<file path="src/rtl/synth_pkg.sv">
// -----------------------------------------------------------------------------
// synth_pkg
// Shared types and helpers for the synth voice pool.
//   alloc_state_t : voice_allocator FSM states
//   commit_t      : outcome of an allocator scan, held through COMMIT
//   key_t         : MIDI key number
//   AGE_MAX       : saturation value of the default-width age counter
//   clogb2        : index width for a pool of the given size (minimum 1)
// -----------------------------------------------------------------------------
package synth_pkg;

   typedef enum logic [1:0] {
      IDLE   = 2'd0,
      SCAN   = 2'd1,
      COMMIT = 2'd2
   } alloc_state_t;

   typedef enum logic [2:0] {
      CM_NONE    = 3'd0,
      CM_ON      = 3'd1,   // note-on into a retriggered, free or releasing slot
      CM_STEAL   = 3'd2,   // note-on that took a held voice
      CM_DROP    = 3'd3,   // note-on with every slot held and stealing disabled
      CM_OFF     = 3'd4,   // note-off that matched a held key
      CM_OFF_ERR = 3'd5    // note-off that matched nothing
   } commit_t;

   typedef logic [6:0] key_t;

   localparam int AGE_W_DEFAULT = 8;
   localparam int AGE_MAX       = (1 << AGE_W_DEFAULT) - 1;

   function automatic int clogb2(input int value);
      int res;
      int v;
      res = 0;
      v   = value - 1;
      while (v > 0) begin
         res++;
         v = v >> 1;
      end
      return (res < 1) ? 1 : res;
   endfunction

endpackage

</file>
<file path="src/rtl/voice_age_table.sv">
// -----------------------------------------------------------------------------
// voice_age_table
// Per-slot key and age storage for voice_allocator.
// On a write, the addressed slot takes the new key and its age restarts at 0;
// every other slot flagged in held_i ages by one, saturating at all-ones.
// Ports:
//   clk_i, rst_i  : clock, asynchronous active-high reset
//   wr_en_i       : commit a note-on this cycle
//   wr_idx_i      : slot receiving the note
//   wr_key_i      : key written into that slot
//   held_i        : slots holding a pressed key before this write
//   slot_key_o    : stored key per slot
//   slot_age_o    : age per slot (note-ons seen since the slot was assigned)
// -----------------------------------------------------------------------------
module voice_age_table
   import synth_pkg::*;
#(
   parameter int VOICES  = 8,
   parameter int V_WIDTH = 3,
   parameter int AGE_W   = 8
) (
   input  logic                         clk_i,
   input  logic                         rst_i,
   input  logic                         wr_en_i,
   input  logic [V_WIDTH-1:0]           wr_idx_i,
   input  key_t                         wr_key_i,
   input  logic [VOICES-1:0]            held_i,
   output key_t [VOICES-1:0]            slot_key_o,
   output logic [VOICES-1:0][AGE_W-1:0] slot_age_o
);

   key_t [VOICES-1:0]            key_q;
   logic [VOICES-1:0][AGE_W-1:0] age_q;

   // NOTE: this small table is cleared by reset so that the age comparisons
   // after reset are deterministic; a large RAM would not be reset this way.
   // NOTE: sequential state uses non-blocking assignments so every slot
   // updates from the same pre-edge values.
   always_ff @(posedge clk_i or posedge rst_i) begin
      if (rst_i) begin
         key_q <= '0;
         age_q <= '0;
      end else if (wr_en_i) begin
         for (int i = 0; i < VOICES; i++) begin
            if (V_WIDTH'(i) == wr_idx_i) begin
               key_q[i] <= wr_key_i;
               age_q[i] <= '0;
            end else if (held_i[i] && !(&age_q[i])) begin
               age_q[i] <= age_q[i] + AGE_W'(1);
            end
         end
      end
   end

   assign slot_key_o = key_q;
   assign slot_age_o = age_q;

endmodule

</file>
<file path="src/rtl/voice_allocator.sv">
// -----------------------------------------------------------------------------
// voice_allocator
// Assigns MIDI note-on events to synth voice slots and releases them on
// note-off. Each accepted event is scanned over all slots one per cycle
// (exactly VOICES cycles), then committed; the strobes, cur_* bus and keys_on
// all reflect the new allocation during the single COMMIT cycle.
// Note-on slot priority: same held key, lowest free idle slot, oldest slot in
// release, oldest held slot (steal).
// Build option: define VOICE_ALLOC_STEAL_EN to enable stealing. Without it a
// note-on finding every slot held is dropped and signalled on steal.
// Ports:
//   CLOCK_25, iRST               : clock, asynchronous active-high reset
//   ev_valid/ev_ready            : note event handshake
//   ev_on, ev_key, ev_vel        : event type, key, velocity
//   voice_free                   : envelope idle per slot
//   note_on, note_off            : one-cycle strobes for slot cur_key_adr
//   keys_on, active_keys         : held slots and their count
//   cur_key_adr/val, cur_vel_*   : data for the latest strobe, held
//   off_note_error               : note-off matched no held key
//   steal                        : held voice taken (or note dropped)
// -----------------------------------------------------------------------------
module voice_allocator
   import synth_pkg::*;
#(
   parameter int VOICES  = 8,
   parameter int V_WIDTH = clogb2(VOICES),
   parameter int AGE_W   = AGE_W_DEFAULT
) (
   input  logic               CLOCK_25,
   input  logic               iRST,
   input  logic               ev_valid,
   output logic               ev_ready,
   input  logic               ev_on,
   input  logic [6:0]         ev_key,
   input  logic [6:0]         ev_vel,
   input  logic [VOICES-1:0]  voice_free,
   output logic               note_on,
   output logic               note_off,
   output logic [VOICES-1:0]  keys_on,
   output logic [V_WIDTH-1:0] cur_key_adr,
   output logic [7:0]         cur_key_val,
   output logic [7:0]         cur_vel_on,
   output logic [7:0]         cur_vel_off,
   output logic [V_WIDTH:0]   active_keys,
   output logic               off_note_error,
   output logic               steal
);

   alloc_state_t state_q, state_d;
   logic [V_WIDTH-1:0] idx_q;
   logic               ev_on_q;
   key_t               ev_key_q;
   logic [6:0]         ev_vel_q;

   // Running candidates built up over the scan
   logic               hit_found_q,  hit_found_d;
   logic [V_WIDTH-1:0] hit_idx_q,    hit_idx_d;
   logic               free_found_q, free_found_d;
   logic [V_WIDTH-1:0] free_idx_q,   free_idx_d;
   logic               rel_found_q,  rel_found_d;
   logic [V_WIDTH-1:0] rel_idx_q,    rel_idx_d;
   logic [AGE_W-1:0]   rel_age_q,    rel_age_d;
`ifdef VOICE_ALLOC_STEAL_EN
   logic               old_found_q,  old_found_d;
   logic [V_WIDTH-1:0] old_idx_q,    old_idx_d;
   logic [AGE_W-1:0]   old_age_q,    old_age_d;
`endif

   commit_t            kind_q, cm_kind_d;
   logic [V_WIDTH-1:0] cm_idx_d;
   logic [VOICES-1:0]  keys_on_q;
   logic [V_WIDTH-1:0] cur_adr_q;
   key_t               cur_key_q;
   logic [6:0]         cur_von_q, cur_voff_q;

   key_t [VOICES-1:0]            slot_key;
   logic [VOICES-1:0][AGE_W-1:0] slot_age;

   logic accept, scan_last, tbl_wr;

   assign accept    = ev_valid && ev_ready;
   assign scan_last = (state_q == SCAN) && (idx_q == V_WIDTH'(VOICES - 1));

   // ---------------- FSM: state register ----------------
   always_ff @(posedge CLOCK_25 or posedge iRST) begin
      if (iRST) state_q <= IDLE;
      else      state_q <= state_d;
   end

   // ---------------- FSM: next state ----------------
   // NOTE: every combinational output gets a default first so no latch is
   // inferred on paths that do not assign it.
   always_comb begin
      state_d = state_q;
      case (state_q)
         IDLE:    if (accept) state_d = SCAN;
         SCAN:    if (scan_last) state_d = COMMIT;
         COMMIT:  state_d = IDLE;
         default: state_d = IDLE;
      endcase
   end

   // ---------------- FSM: outputs ----------------
   always_comb begin
      ev_ready       = 1'b0;
      note_on        = 1'b0;
      note_off       = 1'b0;
      off_note_error = 1'b0;
      steal          = 1'b0;
      case (state_q)
         IDLE:    ev_ready = !iRST;   // nothing is offered as ready while in reset
         COMMIT: begin
            note_on        = (kind_q == CM_ON) || (kind_q == CM_STEAL);
            note_off       = (kind_q == CM_OFF);
            off_note_error = (kind_q == CM_OFF_ERR);
            steal          = (kind_q == CM_STEAL) || (kind_q == CM_DROP);
         end
         default: ;
      endcase
   end

   // ---------------- scan comparators ----------------
   // The _d values include the slot examined this cycle, so on the last scan
   // cycle they hold the final candidates for the commit decision.
   always_comb begin
      hit_found_d  = hit_found_q;
      hit_idx_d    = hit_idx_q;
      free_found_d = free_found_q;
      free_idx_d   = free_idx_q;
      rel_found_d  = rel_found_q;
      rel_idx_d    = rel_idx_q;
      rel_age_d    = rel_age_q;
`ifdef VOICE_ALLOC_STEAL_EN
      old_found_d  = old_found_q;
      old_idx_d    = old_idx_q;
      old_age_d    = old_age_q;
`endif
      if (state_q == SCAN) begin
         if (keys_on_q[idx_q]) begin
            if (!hit_found_q && slot_key[idx_q] == ev_key_q) begin
               hit_found_d = 1'b1;
               hit_idx_d   = idx_q;
            end
`ifdef VOICE_ALLOC_STEAL_EN
            // strictly greater keeps ties on the lowest index
            if (!old_found_q || slot_age[idx_q] > old_age_q) begin
               old_found_d = 1'b1;
               old_idx_d   = idx_q;
               old_age_d   = slot_age[idx_q];
            end
`endif
         end else if (voice_free[idx_q]) begin
            if (!free_found_q) begin
               free_found_d = 1'b1;
               free_idx_d   = idx_q;
            end
         end else if (!rel_found_q || slot_age[idx_q] > rel_age_q) begin
            rel_found_d = 1'b1;
            rel_idx_d   = idx_q;
            rel_age_d   = slot_age[idx_q];
         end
      end
   end

   // ---------------- commit decision ----------------
   always_comb begin
      cm_kind_d = CM_NONE;
      cm_idx_d  = '0;
      if (ev_on_q) begin
         if (hit_found_d) begin
            cm_kind_d = CM_ON;
            cm_idx_d  = hit_idx_d;
         end else if (free_found_d) begin
            cm_kind_d = CM_ON;
            cm_idx_d  = free_idx_d;
         end else if (rel_found_d) begin
            cm_kind_d = CM_ON;
            cm_idx_d  = rel_idx_d;
         end else begin
            // reaching here means every slot is held
`ifdef VOICE_ALLOC_STEAL_EN
            cm_kind_d = CM_STEAL;
            cm_idx_d  = old_idx_d;
`else
            cm_kind_d = CM_DROP;
`endif
         end
      end else if (hit_found_d) begin
         cm_kind_d = CM_OFF;
         cm_idx_d  = hit_idx_d;
      end else begin
         cm_kind_d = CM_OFF_ERR;
      end
   end

   // ---------------- event latch and scan trackers ----------------
   always_ff @(posedge CLOCK_25 or posedge iRST) begin
      if (iRST) begin
         idx_q        <= '0;
         ev_on_q      <= 1'b0;
         ev_key_q     <= '0;
         ev_vel_q     <= '0;
         hit_found_q  <= 1'b0;
         hit_idx_q    <= '0;
         free_found_q <= 1'b0;
         free_idx_q   <= '0;
         rel_found_q  <= 1'b0;
         rel_idx_q    <= '0;
         rel_age_q    <= '0;
`ifdef VOICE_ALLOC_STEAL_EN
         old_found_q  <= 1'b0;
         old_idx_q    <= '0;
         old_age_q    <= '0;
`endif
      end else if (accept) begin
         idx_q        <= '0;
         ev_on_q      <= ev_on;
         ev_key_q     <= ev_key;
         ev_vel_q     <= ev_vel;
         hit_found_q  <= 1'b0;
         free_found_q <= 1'b0;
         rel_found_q  <= 1'b0;
`ifdef VOICE_ALLOC_STEAL_EN
         old_found_q  <= 1'b0;
`endif
      end else if (state_q == SCAN) begin
         idx_q        <= idx_q + V_WIDTH'(1);
         hit_found_q  <= hit_found_d;
         hit_idx_q    <= hit_idx_d;
         free_found_q <= free_found_d;
         free_idx_q   <= free_idx_d;
         rel_found_q  <= rel_found_d;
         rel_idx_q    <= rel_idx_d;
         rel_age_q    <= rel_age_d;
`ifdef VOICE_ALLOC_STEAL_EN
         old_found_q  <= old_found_d;
         old_idx_q    <= old_idx_d;
         old_age_q    <= old_age_d;
`endif
      end
   end

   // ---------------- commit: lands on the edge entering COMMIT ----------------
   always_ff @(posedge CLOCK_25 or posedge iRST) begin
      if (iRST) begin
         kind_q     <= CM_NONE;
         keys_on_q  <= '0;
         cur_adr_q  <= '0;
         cur_key_q  <= '0;
         cur_von_q  <= '0;
         cur_voff_q <= '0;
      end else if (scan_last) begin
         kind_q <= cm_kind_d;
         case (cm_kind_d)
            CM_ON, CM_STEAL: begin
               keys_on_q[cm_idx_d] <= 1'b1;
               cur_adr_q           <= cm_idx_d;
               cur_key_q           <= ev_key_q;
               cur_von_q           <= ev_vel_q;
            end
            CM_OFF: begin
               keys_on_q[cm_idx_d] <= 1'b0;
               cur_adr_q           <= cm_idx_d;
               cur_key_q           <= ev_key_q;
               cur_voff_q          <= ev_vel_q;
            end
            default: ;
         endcase
      end
   end

   assign tbl_wr = scan_last && ((cm_kind_d == CM_ON) || (cm_kind_d == CM_STEAL));

   voice_age_table #(
      .VOICES  (VOICES),
      .V_WIDTH (V_WIDTH),
      .AGE_W   (AGE_W)
   ) u_age_table (
      .clk_i      (CLOCK_25),
      .rst_i      (iRST),
      .wr_en_i    (tbl_wr),
      .wr_idx_i   (cm_idx_d),
      .wr_key_i   (ev_key_q),
      .held_i     (keys_on_q),
      .slot_key_o (slot_key),
      .slot_age_o (slot_age)
   );

   always_comb begin
      active_keys = '0;
      for (int i = 0; i < VOICES; i++) begin
         active_keys = active_keys + {{V_WIDTH{1'b0}}, keys_on_q[i]};
      end
   end

   assign keys_on     = keys_on_q;
   assign cur_key_adr = cur_adr_q;
   assign cur_key_val = {1'b0, cur_key_q};
   assign cur_vel_on  = {1'b0, cur_von_q};
   assign cur_vel_off = {1'b0, cur_voff_q};

endmodule
</file>
<file path="config.mk">
export PLATFORM = sky130hd
export DESIGN_NAME = voice_allocator
export DESIGN_NICKNAME = d
export VERILOG_FILES = /design/src/rtl/synth_pkg.sv /design/src/rtl/voice_age_table.sv /design/src/rtl/voice_allocator.sv
export SDC_FILE = /design/constraint.sdc
export NUM_CORES = 1
export LEC_CHECK = 0
export ABC_AREA = 0
export CORE_AREA = 2 2 137 139
export DETAILED_ROUTE_END_ITERATION = 10
export DIE_AREA = 0 0 139 141
export MAX_ROUTING_LAYER = met4
export PLACE_DENSITY = 0.79
export SLEW_MARGIN = 20
export SYNTH_ARGS = -nofsm -noshare
export SYNTH_HDL_FRONTEND = slang
export SYNTH_HIERARCHICAL = 1
export SYNTH_SLANG_ARGS = --single-unit
</file>
<file path="constraint.sdc">
create_clock -name CLOCK_25 -period 6 [get_ports CLOCK_25]
set_input_delay 1.2 -clock CLOCK_25 [delete_from_list [all_inputs] [get_ports CLOCK_25]]
set_output_delay 1.2 -clock CLOCK_25 [all_outputs]
set_load 0.005 [all_outputs]
</file>
==> results of run 1 <==
==> cell families (layout without fill, tap and decap cells) <==
| group | after synthesis | in the layout | synth area share |
|---|---|---|---|
| and+or+nand+nor | 329 | 329 | 0.163 |
| xor gates and xnor gates | 4 | 4 | 0.00330 |
| muxes | 153 | 153 | 0.180 |
| adders and majority gates | 25 | 25 | 0.0323 |
| other | 1 | 3 | 0.000353 |
| AOI/OAI and AO/OA | 188 | 188 | 0.125 |
| DFF | 195 | 195 | 0.460 |
| buffers and inverters | 78 | 147 | 0.0363 |
==> layer usage <==
metal  GRT usage  vias to the layer above  routed length [um]
li1            -                     3745                   -
met5           -                        -                   0
met2       0.448                      306               13100
met4       0.105                        0                 782
met3      0.0493                       59                1540
met1       0.383                     4160               11300
==> state kept, by name, indices dropped and copies added, names as in the netlist, named ones only <==
name and cells:
u_age_table/slot_key_o 56, hit_idx_q 3, cur_key_adr 3, ev_key_q 7
ev_on_q 1, free_idx_q 3, hit_found_q 1, u_age_table/slot_age_o 64
rel_idx_q 3, kind_q 3, idx_q 3, cur_voff_q 7
cur_von_q 7, rel_age_q 8, free_found_q 1, ev_vel_q 7
cur_key_q 7, rel_found_q 1, state_q 2
==> power by group <==
group | leakage, nW | internal [W] | total (W) | switching [W]
logic | 2.58 | 0.000908 | 0.00194 | 0.00103
clock network | 0.301 | 0.000576 | 0.00119 | 0.000614
registers | 2.52 | 0.00161 | 0.00198 | 0.000369
total | 5.40 | 0.00309 | 0.00511 | 0.00201
==> final cells by class <==
type | instances | area, sq um | area share
Multi-Input combinational cell | 702 | 5370 | 0.445
Sequential cell | 195 | 4880 | 0.405
Timing Repair Buffer | 76 | 736 | 0.0610
Clock buffer | 17 | 425 | 0.0353
Tap cell | 234 | 293 | 0.0243
Clock inverter | 15 | 199 | 0.0165
Inverter | 39 | 154 | 0.0128
==> worst min-delay path, delay by kind of cell, from the launching register on <==
kind / cells / cell delay, ps
flip-flops: 1 / 350
AND/OR/NAND/NOR: 2 / 110
==> through the flow <==
| stage | total power, W | setup slack (ps) | area [sq um] | utilization |
|---|---|---|---|---|
| detailed placement | 0.00389 | 932 | 11400 | 0.625 |
| global route | 0.00540 | 248 | 12100 | 0.660 |
| CTS | 0.00508 | 866 | 12000 | 0.660 |
| floorplan | 0.00328 | 1250 | 10600 | - |
| finish | 0.00511 | 753 | 12100 | 0.660 |
| global placement | 0.00383 | 1140 | 11400 | 0.625 |
==> synthesized netlist by cell type, drive strengths merged, types with 21 or more instances <==
cell / n
ha: 21
mux2: 111
nor2: 32
nand2: 138
o21ai: 39
a21oi: 31
inv: 37
dfrtp: 195
nand4: 22
mux2i: 24
buf: 27
nand3: 36
==> final timing paths <==
check,startpoint,end,slack [ps],depth (start not counted)
worst max-delay path,idx_q[1]$_DFFE_PP0P_,u_age_table/slot_age_o[50]$_DFFE_PP0P_,750,14
worst min-delay path,u_age_table/slot_key_o[18]$_DFFE_PP0P_,u_age_table/slot_key_o[18]$_DFFE_PP0P_,490,2
worst max register to register,idx_q[1]$_DFFE_PP0P_,u_age_table/slot_age_o[50]$_DFFE_PP0P_,750,14
worst min register to register,u_age_table/slot_key_o[18]$_DFFE_PP0P_,u_age_table/slot_key_o[18]$_DFFE_PP0P_,490,2
max in group asynchronous,iRST,u_age_table/slot_age_o[1]$_DFFE_PP0P_,3620,3
min in group asynchronous,iRST,u_age_table/slot_key_o[43]$_DFFE_PP0P_,1310,2
==> results by group, run 1 <==
Status
  – Status: finished, final reports clean

Floorplanning
  – Die area: between 0.015 and 0.02 sq mm
  – Initial Utilization: 0.581
  – Chip width: 139 um
  – Ports: 70
  – CORE AREA: about 0.018 sq mm
  – Row count: 50
  – Chip Height: 141 um

Logic synthesis
  – Synth top area cells: dfrtp_1 46%, mux2_2 10%, nand2_1 4.8%
  – Syn. warnings: 6
  – Number of synthesized register bits: between 150 and 200
  – Synth Area per Inst: around 11 sq um
  – Library cells used by synthesis: 78
  – Post-synth top area cell: dfrtp_1
  – Post-synth EDFFs: 0
  – Post-synthesis cell count: 973
  – Main synth FF type: dfrtp_1
  – Area fraction of the dominant cell type after synthesis: 0.460
  – Post-synthesis instance area: around 0.011 sq mm
  – Seq/Total Area, Yosys: 0.460
  – Async SR Flop Fraction: 1.00

Worst setup path
  – WP buf/inv: 1
  – CP max stage cell: dfrtp_1
  – CP arrival: approximately 5600 ps
  – CP Launch Type: flip-flop
  – Top delay family on crit path: compound AO/OA/AOI/OAI gates
  – Slowest stage delay, CP: 910 ps
  – Critical Setup Path Class: flip-flop to flip-flop
  – CP endpoint kind: flip-flop
  – Required @ worst endpoint: 6330 ps
  – Critical Path Fanout Max: 21
  – CP cell instances: mux4_2, mux2_2, ha_1, nor2b_1, o211ai_1, a21oi_1, o21ai_0, a31oi_1, o41ai_1, o211ai_2, buf_4, nand4b_2, and2_4, a211o_1

Placement
  – Post-Place Cells: about 1200
  – GP Congestion: 0.927
  – IO Port Bufs: 66
  – Post-DP HPWL: ~19 mm

CTS
  – CTS H-tree depth: 4
  – CTS resizes: 0
  – CTS sink cnt: roughly 200
  – CTS tree: done
  – Worst-Skew Late Latency: 450 ps
  – Setup Buffers After CTS: 0
  – Clock-pin slew on the worst setup and hold paths: 90 ps
  – CTS buffer count: 17
  – CTS Buffer Depth: 2
  – CTS root buffer: clkbuf_16
  – Post-cts hold buffer count: 0

STA
  – Final Critical Period: 5250 ps
  – Setup TNS: 0 ps
  – Period utilisation layout: 0.874
  – RSZ-0062 raised after global routing: no
  – Final hold vios: 0
  – Worst Tran Pin Value: 867 ps
  – WHS: 489 ps
  – Achievable clock frequency: 0.191 GHz
  – Clock skew: 16.5 ps
  – Final setup viols: 0
  – Worst rel slew slack: 0.422
  – Max-slew violation count: 0

GRT
  – Total gr overflow: 0
  – Vias in the first global route: between 8000 and 9000
  – Pin count of the biggest net entering global routing: 81
  – First-pass GRT wire length: approximately 43 mm
  – Initial antenna violation count: 0
  – Total track usage: 0.287

Detailed routing
  – Drt first pass iters: 5
  – Drt first-iter violations: 942
  – Vias/cell: 6.47
  – Detailed-route wire length per cell: 20.9 um
  – Detail Route Antenna Nets: 0
  – DR vias: 8270
  – Final wirelength: 26.7 mm
  – DRC: 0

Cells and area
  – Commonest non-fill, non-tap cell in the layout: dfrtp_1
  – Cell Count, Final, Fillers Out: 1278
  – Area Growth Syn to Fin: 13.5%
  – Layout cells sized above 1: 0.180
  – Fillers: 1389
  – Fin nets: approximately 1100
  – Most frequent cells in the layout: 194 x dfrtp_1, 137 x nand2_1, 96 x mux2_2
  – Ant. Diodes: 0

Job
  – Max capacitance violation total: 0

Pwr
  – Cell Pwr Density: 424 mW/mm^2
  – IR drop worst, VDD: between 0.2 and 0.3 mV
  – Leak Pwr: between 5 and 6 nW

Worst hold path
  – Hold Crit Class: flip-flop to flip-flop
No activity file was read; power rests on OpenSTA's default activity.
==> run 2, diff against run 1 <==
--- a/config.mk
+++ b/config.mk
@@ -11,6 +11,7 @@
 export DIE_AREA = 0 0 139 141
 export MAX_ROUTING_LAYER = met4
 export PLACE_DENSITY = 0.79
+export SETUP_SLACK_MARGIN = 0.05
 export SLEW_MARGIN = 20
 export SYNTH_ARGS = -nofsm -noshare
 export SYNTH_HDL_FRONTEND = slang
==> results of run 2 <==
Same layout as run 1: the final DEF is identical, and so are final timing and power.
